[config.mk]
export PLATFORM = sky130hd
export DESIGN_NAME = seg_display_scanner
export DESIGN_NICKNAME = d
export VERILOG_FILES = /design/src/rtl/seg_display_pkg.sv /design/src/rtl/seg_hex_decoder.sv /design/src/rtl/seg_display_scanner.sv
export SDC_FILE = /design/constraint.sdc
export NUM_CORES = 1
export LEC_CHECK = 0
export ABC_AREA = 1
export CAP_MARGIN = 20
export CORE_MARGIN = 2
export CORE_UTILIZATION = 52
export CTS_BUF_LIST = sky130_fd_sc_hd__clkbuf_2
export CTS_CLUSTER_SIZE = 20
export DETAILED_ROUTE_END_ITERATION = 8
export PLACE_DENSITY = 0.77
export SLEW_MARGIN = 20
export SYNTH_ARGS = -nofsm -noshare
export SYNTH_HDL_FRONTEND = slang
export SYNTH_HIERARCHICAL = 1
export SYNTH_SLANG_ARGS = --single-unit
[constraint.sdc]
create_clock -name clk -period 2.92 [get_ports clk]
set_input_delay 0.876 -clock clk [delete_from_list [all_inputs] [get_ports clk]]
set_output_delay 0.876 -clock clk [all_outputs]
set_load 0.005 [all_outputs]
[src/rtl/seg_display_pkg.sv]
// rtl/seg_display_pkg.sv - segment patterns and hex decode function for the display scanner
package seg_display_pkg;

    localparam logic [6:0] SEG_0 = 7'b0111111;
    localparam logic [6:0] SEG_1 = 7'b0000110;
    localparam logic [6:0] SEG_2 = 7'b1011011;
    localparam logic [6:0] SEG_3 = 7'b1001111;
    localparam logic [6:0] SEG_4 = 7'b1100110;
    localparam logic [6:0] SEG_5 = 7'b1101101;
    localparam logic [6:0] SEG_6 = 7'b1111101;
    localparam logic [6:0] SEG_7 = 7'b0000111;
    localparam logic [6:0] SEG_8 = 7'b1111111;
    localparam logic [6:0] SEG_9 = 7'b1101111;
    localparam logic [6:0] SEG_A = 7'b1110111;
    localparam logic [6:0] SEG_B = 7'b1111100;
    localparam logic [6:0] SEG_C = 7'b0111001;
    localparam logic [6:0] SEG_D = 7'b1011110;
    localparam logic [6:0] SEG_E = 7'b1111001;
    localparam logic [6:0] SEG_F = 7'b1110001;

    localparam logic [6:0] SEG_BLANK = 7'b0000000;

    // Position of the decimal point in the {dp,g,f,e,d,c,b,a} cathode byte.
    localparam int DP_BIT = 7;

    function automatic logic [6:0] hex_to_seg(input logic [3:0] nibble);
        case (nibble)
            4'h0:    return SEG_0;
            4'h1:    return SEG_1;
            4'h2:    return SEG_2;
            4'h3:    return SEG_3;
            4'h4:    return SEG_4;
            4'h5:    return SEG_5;
            4'h6:    return SEG_6;
            4'h7:    return SEG_7;
            4'h8:    return SEG_8;
            4'h9:    return SEG_9;
            4'hA:    return SEG_A;
            4'hB:    return SEG_B;
            4'hC:    return SEG_C;
            4'hD:    return SEG_D;
            4'hE:    return SEG_E;
            default: return SEG_F;
        endcase
    endfunction

endpackage

[src/rtl/seg_hex_decoder.sv]
// rtl/seg_hex_decoder.sv - combinational nibble to active-high gfedcba pattern
module seg_hex_decoder
    import seg_display_pkg::*;
(
    input  logic [3:0] nibble,
    output logic [6:0] seg
);

    assign seg = hex_to_seg(nibble);

endmodule

[src/rtl/seg_display_scanner.sv]
// rtl/seg_display_scanner.sv - multiplexed N-digit seven-segment scanner with double buffer, LZ blanking and PWM
module seg_display_scanner
    import seg_display_pkg::*;
#(
    parameter int NUM_DIGITS       = 4,
    parameter int CLK_DIV          = 100000,
    parameter int BRIGHT_W         = 4,
    parameter int ANODE_ACTIVE_LOW = 1,
    parameter int SEG_ACTIVE_LOW   = 1
) (
    input  logic                    clk,
    input  logic                    reset,
    input  logic [4*NUM_DIGITS-1:0] data,
    input  logic [NUM_DIGITS-1:0]   dp,
    input  logic                    load,
    input  logic                    lz_en,
    input  logic [BRIGHT_W-1:0]     bright,
    output logic [NUM_DIGITS-1:0]   anode,
    output logic [7:0]              catode,
    output logic                    frame_done
);

    localparam int PW = (CLK_DIV > 1) ? $clog2(CLK_DIV) : 1;
    localparam int SW = (NUM_DIGITS > 1) ? $clog2(NUM_DIGITS) : 1;
    localparam logic [NUM_DIGITS-1:0] AN_OFF =
        (ANODE_ACTIVE_LOW != 0) ? {NUM_DIGITS{1'b1}} : {NUM_DIGITS{1'b0}};
    localparam logic [7:0] CAT_OFF = (SEG_ACTIVE_LOW != 0) ? 8'hFF : 8'h00;

    logic [PW-1:0]           pcnt;
    logic [SW-1:0]           slot;
    logic [BRIGHT_W-1:0]     pwm_cnt;
    logic [4*NUM_DIGITS-1:0] pend_data;
    logic [NUM_DIGITS-1:0]   pend_dp;
    logic [4*NUM_DIGITS-1:0] disp_data;
    logic [NUM_DIGITS-1:0]   disp_dp;
    logic [NUM_DIGITS-1:0]   blank;

    logic                    tick;
    logic                    wrap;
    logic [4*NUM_DIGITS-1:0] commit_data;
    logic [NUM_DIGITS-1:0]   commit_dp;
    logic [NUM_DIGITS-1:0]   next_blank;
    logic                    lz_run;
    logic [3:0]              cur_nib;
    logic                    cur_dp;
    logic                    cur_blank;
    logic [6:0]              cur_seg;
    logic                    digit_on;
    logic [NUM_DIGITS-1:0]   an_act;
    logic [7:0]              cat_act;

    assign tick = (pcnt == PW'(CLK_DIV - 1));
    assign wrap = tick && (slot == SW'(NUM_DIGITS - 1));

    // A load landing on the commit cycle bypasses the pending buffer.
    always_comb begin
        commit_data = load ? data : pend_data;
        commit_dp   = load ? dp : pend_dp;
    end

    always_comb begin
        next_blank = '0;
        lz_run     = lz_en;
        for (int i = NUM_DIGITS - 1; i >= 1; i--) begin
            if (lz_run && commit_data[4*i +: 4] == 4'h0 && !commit_dp[i]) begin
                next_blank[i] = 1'b1;
            end else begin
                lz_run = 1'b0;
            end
        end
    end

    always_comb begin
        cur_nib   = 4'h0;
        cur_dp    = 1'b0;
        cur_blank = 1'b0;
        for (int i = 0; i < NUM_DIGITS; i++) begin
            if (slot == SW'(i)) begin
                cur_nib   = disp_data[4*i +: 4];
                cur_dp    = disp_dp[i];
                cur_blank = blank[i];
            end
        end
    end

    seg_hex_decoder u_dec (
        .nibble (cur_nib),
        .seg    (cur_seg)
    );

    assign digit_on = (pwm_cnt <= bright) && !cur_blank;

    always_comb begin
        an_act = '0;
        for (int i = 0; i < NUM_DIGITS; i++) begin
            an_act[i] = digit_on && (slot == SW'(i));
        end
        cat_act = {1'b0, SEG_BLANK};
        if (digit_on) begin
            cat_act[6:0]    = cur_seg;
            cat_act[DP_BIT] = cur_dp;
        end
    end

    always_ff @(posedge clk or negedge reset) begin
        if (!reset) begin
            pcnt       <= '0;
            slot       <= '0;
            pwm_cnt    <= '0;
            pend_data  <= '0;
            pend_dp    <= '0;
            disp_data  <= '0;
            disp_dp    <= '0;
            blank      <= '0;
            frame_done <= 1'b0;
            anode      <= AN_OFF;
            catode     <= CAT_OFF;
        end else begin
            pcnt    <= tick ? '0 : pcnt + PW'(1);
            pwm_cnt <= pwm_cnt + BRIGHT_W'(1);
            if (tick) begin
                slot <= wrap ? '0 : slot + SW'(1);
            end
            if (load) begin
                pend_data <= data;
                pend_dp   <= dp;
            end
            if (wrap) begin
                disp_data <= commit_data;
                disp_dp   <= commit_dp;
                blank     <= next_blank;
            end
            frame_done <= wrap;
            anode      <= an_act ^ AN_OFF;
            catode     <= cat_act ^ CAT_OFF;
        end
    end

endmodule

Yosys cells after proc, flatten, opt, wreduce, memory -nomap -nowiden
Memory sizes are Yosys's and may differ from the RTL's.
Index checks and enable logic that the tools add are counted.

operators by class
  $add $sub $neg = 3
  multiply operators = 0
  div/mod/pow operators = 0
  order comparisons = 1
  equality and inequality tests = 4
  shifts and indexed selects = 0
  multiplexer cells = 21
  bitwise gates (word level) = 2
  reduce and logical (&&, ||, !) cells = 20

operator list
  kind                   number
  $mux 4                 5
  $add 17x1->17 const B  1
  $eq 17x17->1 const B   1
  $mux 17                1
  $mux 16                1
  $logic_and 1x1->1      12
  $logic_not 4->1        3
  $mux 1                 12
  $mux 8                 1
  $not 8->8              1
  $add 4x1->4 const B    1
  $eq 2x2->1 const B     2
  $le 4x4->1             1
  $logic_not 1->1        4
  $not 4->4              1
  $add 2x1->2 const B    1
  $eq 2x1->1 const B     1
  $logic_not 2->1        1
  $mux 2                 1

storage, ports and cells
  register bits after elaboration = 79
  bits in latches = 0
  memory bits (writable) = 0
  ROM bits = 112
  logic and storage cells = 63
  memories = 1

memories
  memory           depth  bits a word  read ports  clocked after memory_dff  write ports  RTL line               source
  (no name shown)  16     7            1           0                         0            seg_display_pkg.sv:27  case (nibble)

Longest topological paths before layout
Gate-level depths: netlist of run 1.

  depth after elaboration = 11
  depth in mapped cells = 17

Modules after synthesis
The synthesis of run 1 kept the hierarchy.

modules (own cells, without submodules)
  module               times used  cells each  area each (um^2)
  seg_display_scanner  1           425         3674.8
  seg_hex_decoder      1           53          307.8

Worst setup path after synthesis of run 1
No wires, ideal clock.

  path type = reg-to-reg
  start point = register slot[0]
  end point = register catode[3]
  arrival = 1924 ps
  setup slack = 918 ps
  stages on the path, launching flop included = 18
  clock period less this slack = 2002 ps
  cell sequence = dfrtp_1 > inv_1 > ha_1 > buf_2 > inv_2 > nand2_1 > inv_2 > nand2_1 > nand3_1 > o21ai_0 > inv_1 > inv_1 > ha_1 > nand2_2 > nand2_2 > nor2_1 > nor2_1 > nand2_1

between the ends
  cells in the longest elaborated chain, start to end = 8

RTL lines
  element                  RTL line                    source
  from (decl)              seg_display_scanner.sv:30   logic [SW-1:0] slot;
  from (signal assigned)   seg_display_scanner.sv:122  slot <= wrap ? '0 : slot + SW'(1);
  $logic_not 2->1          seg_display_scanner.sv:78   if (slot == SW'(i)) begin
  $mux 4 (3 in a row)      seg_display_scanner.sv:78
  $mux 4 (*)               seg_display_scanner.sv:78
  net cur_nib[1]           seg_display_scanner.sv:44   logic [3:0] cur_nib;
  $mem_v2 16x7 (*)         --
  net cur_seg[3]           seg_display_scanner.sv:47   logic [6:0] cur_seg;
  $mux 8 (*)               seg_display_scanner.sv:99   if (digit_on) begin
  $not 8->8 (no line) (*)  --
  to (signal assigned)     seg_display_scanner.sv:135  catode <= cat_act ^ CAT_OFF;
  to (decl)                seg_display_scanner.sv:19   output logic [7:0] catode,

The timed path passes the listed nets; every way through them passes the cells marked *.
A chain may end at the register's enable or synchronous reset.

Worst setup path after layout of run 1
  start point = register anode[3]
  end point = output anode[3]

RTL lines
  element                 RTL line                    source
  from (decl)             seg_display_scanner.sv:18   output logic [NUM_DIGITS-1:0] anode,
  from (signal assigned)  seg_display_scanner.sv:134  anode <= an_act ^ AN_OFF;

No word-level cell between the ends.

==> flow_metrics.env, run 1 <==
export IMPL_gr_usage_met2_pct=30.5
export IMPL_drive_gt1_share_pct=13.4
export IMPL_seqCellArea_mm2=0.00199
export IMPL_synth_top_area_cell="dfrtp_1"
export IMPL_placedCellCount=606
export IMPL_async_flop_share_pct=100
export IMPL_cts_buffer_depth=2
export IMPL_arrival_ps=1580
export IMPL_synthDistinctLibCells=33
export IMPL_path_buf_inv=1
export IMPL_rows=31
export IMPL_grt_pass1_wl_um=13000
export IMPL_antennaDiodeCount=0
export IMPL_dieArea_mm2=0.00838
export IMPL_dpl_instance_area_mm2=0.00441
export IMPL_htreeDepth=3
export IMPL_postCtsSetupRepairBufs=0
export IMPL_place_ws_ps=368
export IMPL_status="complete, no violations"
export IMPL_synth_edf_count=0
export IMPL_layout_nets=563
export IMPL_peakVddDrop_v=0.000251
export IMPL_drt_total_wl_um=7460
export IMPL_cts_tree="yes"
export IMPL_cp_top_family="flip-flops"
export IMPL_finalSetupViolCount=0
export IMPL_grt_max_degree=80
export IMPL_hold_viol_final=0
export IMPL_synth_warning_count=6
export IMPL_die_h_um=91.5
export IMPL_yosys_top_cells_area="dfrtp_1 42%, nand2_1 14%, dfstp_2 7.9%"
export IMPL_post_synth_instance_area_mm2=0.00398
export IMPL_totalPowerFinal_mw=1.76
export IMPL_gp_congestion=0.881
export IMPL_drcViolationCount=0
export IMPL_hold_path_class="in2async"
export IMPL_max_slew_margin_pct=68.6
export IMPL_p_per_area_mw_per_mm2=390
export IMPL_setup_tns_final_ps=0
export IMPL_final_cell_count_no_fill=622
export IMPL_worstSetupStartpointType="flip-flop"
export IMPL_ios=41
export IMPL_worstPathRequired_ps=2040
export IMPL_syn_nets=523
export IMPL_grt_use_met1_pct=25.3
export IMPL_worst_pin_slew_ps=471
export IMPL_end_kind="primary output"
export IMPL_multi_input_area_mm2=0.00160
export IMPL_hold_buffers=0
export IMPL_start_util_pct=54.3
export IMPL_fin_crit_sh_pct=84.0
export IMPL_num_fill_cells=658
export IMPL_grt_overflow=0
export IMPL_syn_inst=478
export IMPL_ys_ff_latch=79
export IMPL_final_util_pct=61.4
export IMPL_power_static_leakage_nw=2.27
export IMPL_timing_fmax_mhz=408
export IMPL_die_w_um=91.5
export IMPL_yosysMostFrequentCell="nand2_1"
export IMPL_cts_resized=0
export IMPL_fin_skew_ps=33.7
export IMPL_cpPeakStageDelay_ps=560
export IMPL_rsz0062_at_grt="no"
export IMPL_cts_buffers=9
export IMPL_synth_flop_cell="dfrtp_1"
export IMPL_clock_sinks=79
export IMPL_slowest_stage="dfstp_2"
export IMPL_crit_type="reg2out"
export IMPL_ant_nets=0
export IMPL_antenna_found_initial=0
export IMPL_use_met3_pct=6.14
export IMPL_maxSlewViolCount=0
export IMPL_critical_path_cell_chain="clkdlybuf4s50_1"
export IMPL_root_buffer="clkbuf_2"
export IMPL_setup_ws_ps=467
export IMPL_critPathMaxFanout=1
export IMPL_synth_avg_cell_area_um2=8.33
export IMPL_fin_hold_ws_ps=311
export IMPL_insertion_delay_ps=530
export IMPL_maxCapViolCount=0
export IMPL_viasPerCell=4.87
export IMPL_drt_iter0_drc=133
export IMPL_seq_area_frac_synth_pct=50.0
export IMPL_vias=3032
export IMPL_design_area_mm2=0.00450
export IMPL_io_buffers=40
export IMPL_dr_pass1_iters=4
export IMPL_first_global_vias=2979
export IMPL_area_delta_synth_final_pct=13.0
export IMPL_routedWlPerCell_um=12.0
export IMPL_grt_util_all_layers_pct=19.2
export IMPL_hpwl_um=5390
export IMPL_period_needed_ps=2450
export IMPL_design_core_area_mm2=0.00733
export IMPL_grt_busiest_layer="met2"
export IMPL_synth_common_cells="148 x nand2_1, 67 x dfrtp_1, 59 x inv_1"
export IMPL_synth_top_cell_area_share_pct=42.1
export IMPL_clk_pin_slew_ps=210
flip-flops by register name (all words and copies together) (netlist names):
register	cells
slot	2
blank	3
pend_data	16
catode	8
disp_dp	4
frame_done	1
pwm_cnt	4
anode	4
disp_data	16
pend_dp	4
pcnt	17
per-layer routing:
metal  part of all wire, %  routed length, µm
met1                    47               3530
met4                   2.4                180
met2                    46               3410
met3                   4.5                337
met5                     0                  0
cell type report:
type,instances,share of cell area [%]
clock buffers,11,1.22
flip-flops and latches,79,44.2
inverters,69,6.00
multi-input cells,317,35.5
clock inverters,5,0.778
repair buffers,42,9.45
well taps,99,2.75
cells by family after synthesis:
group                    count (synthesis)  share of synthesized area [%]
adder cells (fa/ha/maj)                 17                           5.34
buffers and inverters                   82                           9.80
AND/OR/NAND/NOR                        246                           27.1
XOR/XNOR                                 8                           1.76
flip-flops                              79                           50.0
AO/OA/AOI/OAI                           46                           5.97
power by group:
| group | switching, mW | internal [mW] | leakage [nW] | total, mW |
|---|---|---|---|---|
| clock | 0.370 | 0.120 | 0.0635 | 0.490 |
| combinational | 0.0739 | 0.0601 | 1.33 | 0.134 |
| sequential | 0.00859 | 1.12 | 0.882 | 1.13 |
path summary, 6_finish.rpt:
path                            startpoint            to  slack (ps)  cells after the start
worst min-delay path                 reset  disp_data[3]         310                      2
worst max register to register     slot[0]     catode[3]         520                     16
min in group clk                pwm_cnt[0]    pwm_cnt[0]         480                      1
worst max-delay path              anode[3]      anode[3]         470                      1
worst min register to register  pwm_cnt[0]    pwm_cnt[0]         480                      1
max in group asynchronous            reset      anode[0]        2200                      2
layout by cell type (no fill, tap or decap), types with 2 or more instances in the layout:
cell type and n:
o21ai_1 19, nand4_1 5, inv_4 2, a21oi_1 10, o21ai_0 14, dfstp_2 12
nand3_1 24, or2_1 2, nor2_2 7, clkinv_2 2, inv_1 59, ha_1 17
xor2_1 6, clkbuf_2 11, xnor2_1 2, buf_4 2, clkinv_4 3, nand2_1 148
nor3_1 4, nand2_2 15, dfrtp_1 67, inv_2 6, or2_2 2, nand3_2 2
nor2_1 33, clkdlybuf4s50_1 39
Note: power is estimated with default switching activity, not from simulation.
==> run 2, diff against run 1 <==
- PLACE_DENSITY: 0.77 -> 0.8
- clock period: 2.92 -> 2.2 ns (I/O delays scaled with it)
==> run 2 against run 1 <==
  * Worst hold slack worse by 200 ps
  * Sequential power is 33% higher
  * Utilization is 2.3 points higher
  * Highest routed layer unchanged
==> flow_metrics.env, run 2 (synthesized netlist as in run 1, its figures left out) <==
export IMPL_sw_frac_of_total_pct=23.9
export IMPL_drive_gt1_share_pct=18.5
export IMPL_antenna_found_initial=0
export IMPL_worst_pin_slew_ps=486
export IMPL_critPathMaxFanout=5
export IMPL_clock_sinks=79
export IMPL_r2r_slack_ps=110
export IMPL_intPower_mw=1.72
export IMPL_maxSlewViolCount=0
export IMPL_end_kind="flip-flop"
export IMPL_rsz0062_at_grt="yes"
export IMPL_rr_endpoint="catode[3]"
export IMPL_cts_buffers=9
export IMPL_maxCapViolCount=0
export IMPL_clock_power_share_pct=24.4
export IMPL_cts_buffer_depth=2
export IMPL_hold_path_class="in2async"
export IMPL_routedWlPerCell_um=12.0
export IMPL_ios=41
export IMPL_cp_endpoint="catode[3]"
export IMPL_regToRegStartpoint="slot[0]"
export IMPL_cts_tree="yes"
export IMPL_worstSetupStartpointType="flip-flop"
export IMPL_drcViolationCount=0
export IMPL_fin_crit_sh_pct=95.0
export IMPL_timing_fmax_mhz=478
export IMPL_design_core_area_mm2=0.00733
export IMPL_layout_nets=588
export IMPL_layout_common_cells="148 x nand2_1, 67 x dfrtp_1, 56 x inv_1, 32 x nor2_1"
export IMPL_die_h_um=91.5
export IMPL_top_regs="pcnt x17, disp_data x16, pend_data x16"
export IMPL_root_buffer="clkbuf_2"
export IMPL_hold_viol_final=0
export IMPL_io_buffers=40
export IMPL_grt_pass1_wl_um=13600
export IMPL_dieArea_mm2=0.00838
export IMPL_die_w_um=91.5
export IMPL_arrival_ps=2510
export IMPL_dr_pass1_iters=4
export IMPL_rows=31
export IMPL_grt_max_degree=37
export IMPL_status="complete, no violations"
export IMPL_peakVddDrop_v=0.000423
export IMPL_viasPerCell=4.88
export IMPL_vias=3140
export IMPL_antennaDiodeCount=0
export IMPL_first_global_vias=3142
export IMPL_comb_power_share_pct=9.0
export IMPL_cp_startpoint="slot[0]"
export IMPL_p_seq_share_pct=66.5
export IMPL_final_common_cell="nand2_1"
export IMPL_setup_tns_final_ps=0
export IMPL_num_fill_cells=617
export IMPL_insertion_delay_ps=480
export IMPL_worstPathRequired_ps=2620
export IMPL_grt_util_all_layers_pct=20.0
export IMPL_p_per_area_mw_per_mm2=484
export IMPL_grt_overflow=0
export IMPL_start_util_pct=54.3
export IMPL_max_slew_margin_pct=67.6
export IMPL_largest_reg_flops=17
export IMPL_gp_congestion=0.903
export IMPL_rr_worst_depth=16
export IMPL_htreeDepth=3
export IMPL_finalSetupViolCount=0
export IMPL_fin_skew_ps=19.8
export IMPL_top_register="pcnt"
export IMPL_period_needed_ps=2090
export IMPL_drt_iter0_drc=143
export IMPL_clk_pin_slew_ps=180
export IMPL_final_util_pct=63.7
export IMPL_crit_type="reg2reg"
export IMPL_hpwl_um=5900
export IMPL_area_delta_synth_final_pct=17.3
export IMPL_power_static_leakage_nw=2.40
export IMPL_drt_total_wl_um=7730
export IMPL_power_switching_uw=539
export IMPL_ant_nets=0
run 2: changes by cell type in the layout (fill, tap and decap cells not counted), moves of 2 or more:
cell	change
clkinv_4	-3
buf_4	+25
ha_2	+5
inv_2	+3
ha_1	-5
dlymetal6s2s_1	+2
dlygate4sd2_1	+10
inv_1	-3
clkdlybuf4s50_1	-12
run 2: timing repair:
item,CTS,global route
endpoints found under the setup margin,10,9
hold buffers,0,0
gates resized for setup,10,11
buffers inserted,0,7
run 2: metrics by stage:
stage	hold WS, ps	cell area, µm²	total power, mW	setup WS (ps)	std cells
3_3_place_gp	454	4550	1.73	61.9	624
5_1_grt	93.2	4670	2.36	-53.4	644
2_1_floorplan	364	3980	1.61	198	478
3_5_place_dp	464	4550	1.74	-25.8	624
4_1_cts	88.0	4600	2.30	6.62	637
6_report	111	4670	2.26	109	644
run 2: layout make-up:
| cell class | instances | area [µm²] | area share [%] |
|---|---|---|---|
| timing repair buffer | 67 | 606 | 13.0 |
| sequential | 79 | 1990 | 42.6 |
| clock buffer | 10 | 50.0 | 1.07 |
| inverter | 69 | 270 | 5.79 |
| clock inverter | 3 | 13.8 | 0.295 |
| multi-input combinational | 317 | 1620 | 34.6 |
| tap | 99 | 124 | 2.65 |
run 2: how the worst min path moves through the flow:
stage	to	slack, ps	cells after the start
4_1_cts	pcnt[13]	90	1
3_5_place_dp	pend_data[3]	460	2
3_3_place_gp	pcnt[0]	450	1
2_1_floorplan	blank[1]	360	0
6_report	pcnt[6]	110	1
5_1_grt	pcnt[13]	90	1
run 2: power groups by stage:
| stage | Combinational, mW | Clock, mW | Sequential, mW |
|---|---|---|---|
| global placement | 0.202 | 0 | 1.53 |
| global route | 0.230 | 0.625 | 1.51 |
| finish | 0.204 | 0.552 | 1.50 |
| CTS | 0.208 | 0.584 | 1.50 |
| detailed placement | 0.209 | 0 | 1.53 |
| floorplan | 0.0842 | 0 | 1.53 |
run 2: routing by layer:
metal | wire length (µm) | up-vias | global-route usage, %
li1 | - | 1604 | -
met1 | 3350 | 1454 | 23.5
met2 | 3870 | 67 | 34.6
met3 | 338 | 15 | 4.81
met4 | 169 | 0 | 8.96
met5 | 0 | - | 0
run 2: worst max-delay path, stage by stage (launching register included):
cell,delay (ps)
dfrtp_1,450
inv_1,90
ha_2,210
inv_2,90
nand2_1,70
inv_2,100
nand2_1,60
nand3_1,70
o21ai_0,80
inv_1,130
inv_2,80
ha_1,310
nand2_2,70
nand2_2,50
nor2_1,80
nor2_1,50
nand2_1,60
==> run 3, diff against run 2 <==
- CORE_ASPECT_RATIO: default -> 1.25
- PLACE_DENSITY: 0.8 -> 0.77
- SKIP_CTS_REPAIR_TIMING: default -> 1
- clock period: 2.2 -> 2.35 ns (I/O delays scaled with it)
==> run 3 against run 2 <==
  * Sequential power shrank 6%
  * Clock power grew 47%
  * Clock-buffer cell count shrank 1
  * Sequential share of layout area is the same
  * Global-route usage grew 0.56 points
  * Flip-flop and latch count is the same
  * Utilization shrank 0.60 points
  * Register-to-register slack gained 140 ps
  * Die area is essentially flat
  * Setup slack lost 35 ps
  * First-iteration DRC count grew 35%
  * Critical path type is now reg2out
==> flow_metrics.env, run 3 (synthesized netlist as in run 1, its figures left out) <==
export IMPL_hpwl_um=5790
export IMPL_drcViolationCount=0
export IMPL_period_needed_ps=2280
export IMPL_cts_buffer_depth=2
export IMPL_cts_tree="yes"
export IMPL_viasPerCell=4.94
export IMPL_critical_path_cell_chain="clkdlybuf4s50_1"
export IMPL_dieArea_mm2=0.00838
export IMPL_timing_fmax_mhz=439
export IMPL_die_h_um=102
export IMPL_layout_common_cells="148 x nand2_1, 67 x dfrtp_1, 58 x inv_1, 39 x clkdlybuf4s50_1, 32 x nor2_1"
export IMPL_design_core_area_mm2=0.00740
export IMPL_cp_top_family="flip-flops"
export IMPL_largest_reg_flops=17
export IMPL_clock_sinks=79
export IMPL_num_fill_cells=639
export IMPL_rows=35
export IMPL_setup_tns_final_ps=0
export IMPL_htreeDepth=3
export IMPL_fin_hold_ws_ps=163
export IMPL_fin_skew_ps=14.2
export IMPL_ant_nets=0
export IMPL_grt_util_all_layers_pct=20.6
export IMPL_clk_pin_slew_ps=210
export IMPL_first_global_vias=3037
export IMPL_max_slew_margin_pct=60.9
export IMPL_fin_crit_sh_pct=96.8
export IMPL_p_per_area_mw_per_mm2=515
export IMPL_routedWlPerCell_um=12.3
export IMPL_path_buf_inv=1
export IMPL_arrival_ps=1570
export IMPL_vias=3125
export IMPL_end_kind="primary output"
export IMPL_peakVddDrop_v=0.000302
export IMPL_grt_pass1_wl_um=13100
export IMPL_root_buffer="clkbuf_2"
export IMPL_start_util_pct=53.8
export IMPL_slowest_stage="dfstp_2"
export IMPL_worstPathRequired_ps=1640
export IMPL_io_buffers=40
export IMPL_power_static_leakage_nw=2.36
export IMPL_cpPeakStageDelay_ps=560
export IMPL_drt_total_wl_um=7790
export IMPL_drive_gt1_share_pct=16.7
export IMPL_status="complete, no violations"
export IMPL_area_delta_synth_final_pct=17.3
export IMPL_totalPowerFinal_mw=2.40
export IMPL_ios=41
export IMPL_worst_pin_slew_ps=586
export IMPL_grt_max_degree=47
export IMPL_drt_iter0_drc=193
export IMPL_gp_congestion=0.898
export IMPL_final_common_cell="nand2_1"
export IMPL_layout_nets=580
export IMPL_worstSetupStartpointType="flip-flop"
export IMPL_die_w_um=82.3
export IMPL_finalSetupViolCount=0
export IMPL_hold_viol_final=0
export IMPL_insertion_delay_ps=510
export IMPL_top_regs="pcnt x17, disp_data x16, pend_data x16"
export IMPL_hold_path_class="in2async"
export IMPL_crit_type="reg2out"
export IMPL_critPathMaxFanout=1
export IMPL_top_register="pcnt"
export IMPL_maxCapViolCount=0
export IMPL_maxSlewViolCount=0
export IMPL_antenna_found_initial=1
export IMPL_cts_buffers=9
export IMPL_dr_pass1_iters=7
export IMPL_grt_overflow=0
==> run 3: path summary, 6_finish.rpt <==
check | start | end | slack, ps | cells past startpoint
worst max-delay path | anode[3] | anode[3] | 70 | 1
min in group clk | pcnt[0] | pcnt[0] | 470 | 1
worst max register to register | slot[0] | catode[3] | 250 | 15
max in group asynchronous | reset | pcnt[9] | 1650 | 2
worst min-delay path | reset | disp_data[15] | 160 | 1
worst min register to register | pcnt[0] | pcnt[0] | 470 | 1
==> run 3: area by class of cell <==
cell class	count	area (µm²)	share of cell area (%)
antenna	1	2.50	0.0536
multi-input combinational	317	1610	34.4
clock inverter	6	85.1	1.82
clock buffer	9	45.0	0.964
timing repair buffer	59	553	11.8
inverter	69	270	5.79
tap	92	115	2.46
sequential	79	1990	42.6
==> run 3: layer usage <==
layer | global-route usage, % | up-vias | part of all wire, %
met3 | 3.98 | 24 | 4.1
li1 | - | 1586 | -
met5 | 0 | - | 0
met2 | 35.2 | 90 | 50
met4 | 10.8 | 0 | 3.5
met1 | 24.2 | 1425 | 42
==> run 3: power by group <==
part	switching, mW	internal (mW)	total, mW
combinational	0.0963	0.0866	0.183
clock	0.469	0.345	0.813
sequential	0.0105	1.40	1.41
total	0.575	1.83	2.40
==> run 3: through the flow <==
stage / instance area, µm² / util, % / instances / setup WS (ps)
final: 4670 / 63.1 / 632 / 74.4
after global routing: 4670 / 63.1 / 632 / -38.6
after CTS: 4620 / 62.4 / 625 / 25.0
after detailed placement: 4490 / 60.6 / 610 / 110
after global placement: 4490 / 60.6 / 610 / 190
after floorplan: 3980 / - / 478 / 348
